--- src/rtl/uart_tx_if.sv ---
// Handshake between the TX FIFO head and the UART transmitter.
// The FIFO is the master: it offers a byte, and the transmitter pulses ready to pop it.
interface uart_tx_if #(
    parameter int DATA_WIDTH = 8
);
    logic [DATA_WIDTH-1:0] tx_data;
    logic                  tx_valid;
    logic                  tx_ready;

    modport master (output tx_data, output tx_valid, input tx_ready);
    modport slave  (input tx_data, input tx_valid, output tx_ready);
endinterface

--- src/rtl/uart_tx.sv ---
// UART transmitter: pops bytes from the TX FIFO and shifts them out as frames on TXD.
// Bit period is {DLH,DLL} * (13 or 16) clocks; the frame format is latched when a byte is accepted.
module uart_tx #(
    parameter int DATA_WIDTH = 8,
    parameter int DIV_WIDTH  = 2 * DATA_WIDTH
) (
    input  logic                  clk,
    input  logic                  rst,
    uart_tx_if.slave              fifo,
    input  logic [DATA_WIDTH-1:0] mdr_i,
    input  logic [DATA_WIDTH-1:0] dll_i,
    input  logic [DATA_WIDTH-1:0] dlh_i,
    input  logic [DATA_WIDTH-1:0] lcr_i,
    output logic                  txd_o,
    output logic                  tx_busy_o,
    output logic                  tx_done_o
);
    localparam int BIT_W = $clog2(DATA_WIDTH);

    typedef enum logic [2:0] {S_IDLE, S_START, S_DATA, S_PARITY, S_STOP} state_t;

    state_t                state_q, state_d;
    logic [DIV_WIDTH-1:0]  div_w, div_q, div_d, presc_q, presc_d;
    logic [3:0]            tick_q, tick_d, osr_last_q, osr_last_d;
    logic [BIT_W-1:0]      bit_q, bit_d;
    logic                  stop_q, stop_d;
    logic [DATA_WIDTH-1:0] data_q, data_d, data_mask;
    logic [1:0]            wls_q, wls_d;
    logic                  stb_q, stb_d, pen_q, pen_d, eps_q, eps_d;
    logic                  txd_q, txd_d, done_q, done_d;
    logic                  accept, tick, bit_end, last_data, parity;
    logic                  unused_cfg;

    assign div_w         = {dlh_i, dll_i};
    assign fifo.tx_ready = (state_q == S_IDLE) && (div_w != '0);
    assign accept        = fifo.tx_valid && fifo.tx_ready;
    assign tick          = (presc_q == '0);
    assign bit_end       = tick && (tick_q == osr_last_q);
    assign last_data     = (bit_q == BIT_W'(4 + int'(wls_q)));
    assign unused_cfg    = ^{mdr_i[DATA_WIDTH-1:1], lcr_i[DATA_WIDTH-1:5]};

    // Only the low 5+WLS bits of the latched byte take part in parity.
    for (genvar gi = 0; gi < DATA_WIDTH; gi++) begin : g_mask
        assign data_mask[gi] = (gi < 5 + int'(wls_q));
    end
    assign parity = (^(data_q & data_mask)) ^ ~eps_q;

    always_ff @(posedge clk or posedge rst) begin
        if (rst) begin
            state_q    <= S_IDLE;
            div_q      <= '0;
            presc_q    <= '0;
            tick_q     <= '0;
            osr_last_q <= '0;
            bit_q      <= '0;
            stop_q     <= 1'b0;
            data_q     <= '0;
            wls_q      <= '0;
            stb_q      <= 1'b0;
            pen_q      <= 1'b0;
            eps_q      <= 1'b0;
            txd_q      <= 1'b1;
            done_q     <= 1'b0;
        end else begin
            state_q    <= state_d;
            div_q      <= div_d;
            presc_q    <= presc_d;
            tick_q     <= tick_d;
            osr_last_q <= osr_last_d;
            bit_q      <= bit_d;
            stop_q     <= stop_d;
            data_q     <= data_d;
            wls_q      <= wls_d;
            stb_q      <= stb_d;
            pen_q      <= pen_d;
            eps_q      <= eps_d;
            txd_q      <= txd_d;
            done_q     <= done_d;
        end
    end

    always_comb begin
        state_d    = state_q;
        div_d      = div_q;
        presc_d    = presc_q;
        tick_d     = tick_q;
        osr_last_d = osr_last_q;
        bit_d      = bit_q;
        stop_d     = stop_q;
        data_d     = data_q;
        wls_d      = wls_q;
        stb_d      = stb_q;
        pen_d      = pen_q;
        eps_d      = eps_q;
        txd_d      = 1'b1;
        done_d     = 1'b0;

        if (state_q == S_IDLE) begin
            if (accept) begin
                state_d    = S_START;
                div_d      = div_w;
                presc_d    = div_w - DIV_WIDTH'(1);
                tick_d     = 4'd0;
                osr_last_d = mdr_i[0] ? 4'd12 : 4'd15;
                bit_d      = '0;
                stop_d     = 1'b0;
                data_d     = fifo.tx_data;
                wls_d      = lcr_i[1:0];
                stb_d      = lcr_i[2];
                pen_d      = lcr_i[3];
                eps_d      = lcr_i[4];
            end
        end else begin
            if (tick) begin
                presc_d = div_q - DIV_WIDTH'(1);
                tick_d  = bit_end ? 4'd0 : tick_q + 4'd1;
            end else begin
                presc_d = presc_q - DIV_WIDTH'(1);
            end
            if (bit_end) begin
                case (state_q)
                    S_START: begin
                        state_d = S_DATA;
                        bit_d   = '0;
                    end
                    S_DATA: begin
                        if (last_data) begin
                            state_d = pen_q ? S_PARITY : S_STOP;
                            stop_d  = 1'b0;
                        end else begin
                            bit_d = bit_q + BIT_W'(1);
                        end
                    end
                    S_PARITY: begin
                        state_d = S_STOP;
                        stop_d  = 1'b0;
                    end
                    S_STOP: begin
                        if (stop_q == stb_q) state_d = S_IDLE;
                        else                 stop_d  = 1'b1;
                    end
                    default: state_d = S_IDLE;
                endcase
            end
        end

        // TXD and tx_done are registered, so they are derived from the upcoming state.
        case (state_d)
            S_START:  txd_d = 1'b0;
            S_DATA:   txd_d = data_d[bit_d];
            S_PARITY: txd_d = parity;
            default:  txd_d = 1'b1;
        endcase
        done_d = (state_d == S_STOP) && (presc_d == '0) &&
                 (tick_d == osr_last_q) && (stop_d == stb_q);
    end

    assign txd_o     = txd_q;
    assign tx_busy_o = (state_q != S_IDLE);
    assign tx_done_o = done_q;
endmodule

--- src/flat_wrapper.sv ---
// flat-port wrapper written by rule: the top's interface ports become plain ports
module uart_tx_flat 
#(
    parameter int DATA_WIDTH = 8,
    parameter int DIV_WIDTH  = 2 * DATA_WIDTH
)
  (clk, rst, mdr_i, dll_i, dlh_i, lcr_i, txd_o, tx_busy_o, tx_done_o, fifo_tx_data, fifo_tx_valid, fifo_tx_ready);
  uart_tx_if #(.DATA_WIDTH(DATA_WIDTH)) fifo_i ();
  input  logic clk;
  input  logic rst;
  input  logic [DATA_WIDTH-1:0] mdr_i;
  input  logic [DATA_WIDTH-1:0] dll_i;
  input  logic [DATA_WIDTH-1:0] dlh_i;
  input  logic [DATA_WIDTH-1:0] lcr_i;
  output logic txd_o;
  output logic tx_busy_o;
  output logic tx_done_o;
  input wire logic [$bits(fifo_i.tx_data)-1:0] fifo_tx_data;
  input wire logic [$bits(fifo_i.tx_valid)-1:0] fifo_tx_valid;
  output wire logic [$bits(fifo_i.tx_ready)-1:0] fifo_tx_ready;
  assign fifo_i.tx_data = fifo_tx_data;
  assign fifo_i.tx_valid = fifo_tx_valid;
  assign fifo_tx_ready = fifo_i.tx_ready;
  uart_tx #(.DATA_WIDTH(DATA_WIDTH), .DIV_WIDTH(DIV_WIDTH)) u_core (.clk(clk), .rst(rst), .fifo(fifo_i), .mdr_i(mdr_i), .dll_i(dll_i), .dlh_i(dlh_i), .lcr_i(lcr_i), .txd_o(txd_o), .tx_busy_o(tx_busy_o), .tx_done_o(tx_done_o));
endmodule
--- config.mk ---
export PLATFORM = sky130hd
export DESIGN_NAME = uart_tx_flat
export DESIGN_NICKNAME = d
export VERILOG_FILES = /design/src/rtl/uart_tx_if.sv /design/src/rtl/uart_tx.sv /design/src/flat_wrapper.sv
export SDC_FILE = /design/constraint.sdc
export NUM_CORES = 1
export LEC_CHECK = 0
export BUFFER_PORTS_ARGS = -buffer_cell sky130_fd_sc_hd__buf_2
export CAP_MARGIN = 20
export CORE_ASPECT_RATIO = 0.9
export CORE_MARGIN = 2
export CORE_UTILIZATION = 40
export CTS_CLUSTER_SIZE = 24
export DETAILED_ROUTE_END_ITERATION = 12
export SYNTH_ARGS = -nofsm -noshare
export SYNTH_HDL_FRONTEND = slang
export SYNTH_SLANG_ARGS = --single-unit
--- constraint.sdc ---
create_clock -name clk -period 3.88 [get_ports clk]
set_clock_uncertainty 0.2 [all_clocks]
set_input_delay 0.776 -clock clk [delete_from_list [all_inputs] [get_ports clk]]
set_output_delay 0.776 -clock clk [all_outputs]
set_load 0.01 [all_outputs]
==> results.md <==
* Status: complete, no violations
* Total gr overflow at 0
* # rows at 34
* Layout cells sized above 1 at 0.233
* Hold_ws at approximately 0.09 ns
* Syn_area_per_cell at a little under 9 µm²
* Warnings, synthesis at 0
* F_max at 272 MHz
* Vias in the first global route at around 3400
* Post-route ant nets at 0
* Final Routed Wirelength at about 10000 µm
* Total Negative Setup Slacks at 0 ns
* Most frequent cells in the layout: 76 x nand2_1, 58 x dfrtp_1, 36 x buf_2, 29 x nor2_1, 29 x buf_4
* Max Slew Vio Count at 0
* First-pass GRT wire length at approximately 18000 µm
* Wire per inst at 16.4 µm
* Post-Place Cells at 620
* Leakage at between 1.5 and 2 nW
* CP max stage cell: or4_1
* P&R area growth vs syn at 18.4%
* Die area at 10600 µm²
* Latest clock arrival within the worst-skew pair at ~0.35 ns
* Port Buf Inserts at 36
* Antenna Cells at 0
* Distinct cells, synth at 63
* WP data required at between 3 and 4 ns
* Clk sinks at 60
* Routed vias/inst at ~5.6
* Clock share of power at 0.208
* H-Tree Depth at 3
* Core outline area at approximately 9600 µm²
* Net Sw Frac at 0.402
* Final Non-Filler Cells at 637
* Antenna violations before repair at 0
* Commonest non-fill, non-tap cell in the layout: nand2_1
* Peak supply drop at 0.000270 V
* Async S/R FF share, synth at 1.00
* Clk slew on worst S/H paths at roughly 0.080 ns
* Hold Fails Final Rpt at 0
* Crit start category: register
* Drt first pass iters at 5
* Slowest cell delay on critical path at between 0.4 and 0.5 ns
* Initial drt markers at 339
* Post-CTS Setup Bufs at 0
* Met2 WL at 4440 µm
* DP Wirelength at just under 8000 µm
* #FFs+latches synth at 60
* Min-delay worst type: input port to async pin
* Final #Nets at 554
* Met3 WL at ~660 µm
* Starting Density at 0.408
* Maximum fanout along the worst path at 9
* Main synth FF type: dfrtp_1
* Int Power at approximately 1.7 mW
* Die height at 97.8 µm
* Final number of setup-violating endpoints at 0
* GRT Util Overall at 0.214
* Least-Margin Pin Slew at approximately 0.61 ns
* # IOs at between 40 and 50
* Total power at 2.80 mW
* Gate power share at 0.387
* Gpl congestion at just under 1
* Switching Power at between 1 and 1.5 mW
* Worst Setup End Kind: register
* Synth area leader: dfrtp_1
* Syn nets at ~500
* Register area share after synthesis at 0.385
* Crit path DAT at between 3 and 4 ns
* Yosys top cell area share at 0.378
* DR top layer: met4
* Vias at 3541
* Post-synth EDFFs at 0
* Largest net degree at the start of global routing at 45
* Drt drc at 0
* Top cells by area, synth: dfrtp_1 38%, nand2_1 7.3%, xnor2_1 6.1%, mux2_2 4.6%, a21oi_1 3.6%
* Root Driver: clkbuf_8
* Minimum clock period at approximately 3.7 ns
* PostCTS Resize Cnt at 0
* Longest Clk Path Bufs at 2
* PwrDens at roughly 610 nW/µm²
* Max_cap viols at 0
* Setup CP Type: register to register
* FF-to-FF setup slack at ~0.20 ns
* Cell Area, Synth at approximately 3900 µm²
* Unrepaired setup endpoints after global routing: no
* CTS tree: yes
* CP cell instances: or3_1 > nor2_1 > nand3_2 > o22ai_1 > or3b_1 > a2111o_1 > or4_1 > nor4_2
* Die Width at roughly 110 µm
* Post-Route M1 WL at 5250 µm
* Pre-CTS setup slack at -0.0235 ns
* Syn Inst Count at between 400 and 500
* Period utilization at 0.949
* Fin worst setup slack at 0.199 ns
* Worst slew margin at 0.595
* CTS buffer count at 9
* Post-CTS Hold Buffers at 0
* Seq pwr share at 0.405
## layer usage
| layer | up-vias | track usage |
|---|---|---|
| li1 | 1731 | - |
| met1 | 1683 | 0.341 |
| met2 | 115 | 0.291 |
| met3 | 12 | 0.0434 |
| met4 | 0 | 0.0572 |
| met5 | - | 0 |
## Yosys cell counts (6+ instances only)
cell / number
or3_1: 7
nand2_1: 76
xor2_1: 6
clkbuf_1: 16
xnor2_1: 27
a21oi_1: 28
dfrtp_1: 59
nor3_1: 19
nand3_1: 12
o21ai_0: 25
a211oi_1: 6
nor2_1: 29
and3_1: 7
mux2_2: 16
inv_1: 16
## state kept, by name, indices dropped and copies added, names as in the netlist
signal	cells
u_core.wls_q	2
u_core.data_q	8
u_core.bit_q	3
u_core.div_q	16
u_core.stb_q	1
u_core.presc_q	16
u_core.state_q	3
u_core.eps_q	1
u_core.stop_q	1
u_core.pen_q	1
u_core.tick_q	4
u_core.tx_done_o	1
u_core.txd_o	1
u_core.osr_last_q	2
## path summary, 6_finish.rpt
path                                              from                               end  cells after the start
max                        u_core.presc_q[6]$_DFF_PP0_        u_core.tx_done_o$_DFF_PP0_                      8
min                                                rst  u_core.osr_last_q[1]$_DFFE_PP0P_                      2
max reg2reg                u_core.presc_q[6]$_DFF_PP0_        u_core.tx_done_o$_DFF_PP0_                      8
min reg2reg                   u_core.eps_q$_DFFE_PP0P_          u_core.eps_q$_DFFE_PP0P_                      2
max in group asynchronous                          rst            u_core.txd_o$_DFF_PP1_                      3
min in group clk              u_core.eps_q$_DFFE_PP0P_          u_core.eps_q$_DFFE_PP0P_                      2
## worst max-delay path, delay by kind of cell (launching register included)
family	cells	cell delay, ns
and+or+nand+nor	6	2.09
AOI/OAI and AO/OA	2	0.83
DFF	1	0.47
## power by group through the flow
stage          logic [mW]  registers (mW)  clock network (mW)
6_report             1.08            1.14               0.582
5_1_grt              1.22            1.17               0.625
4_1_cts              1.08            1.13               0.593
3_5_place_dp         1.08            1.14                   0
3_3_place_gp         1.06            1.13                   0
2_1_floorplan       0.818            1.04                   0
## per-stage QoR
stage | util | cell area (µm²)
global placement | 0.460 | 4400
global route | 0.483 | 4630
finish | 0.483 | 4630
CTS | 0.481 | 4600
floorplan | - | 3910
detailed placement | 0.460 | 4400
## cell type report
type	instances	area [µm²]
fillers	921	4950
multi-input cells	353	2290
flip-flops and latches	60	1500
repair buffers	66	418
well taps	126	158
clock buffers	9	124
clock inverters	7	75.1
inverters	16	60.1
## logic make-up (layout without fill, tap and decap cells)
family | count (synthesis) | in the layout | share of synthesized area
xor gates and xnor gates | 33 | 33 | 0.0740
muxes | 21 | 21 | 0.0589
adders and majority gates | 5 | 5 | 0.0160
DFF | 60 | 60 | 0.385
AOI/OAI and AO/OA | 104 | 104 | 0.177
buffers and inverters | 34 | 98 | 0.0327
and+or+nand+nor | 190 | 190 | 0.256
Note: power is estimated with default switching activity, not from simulation.
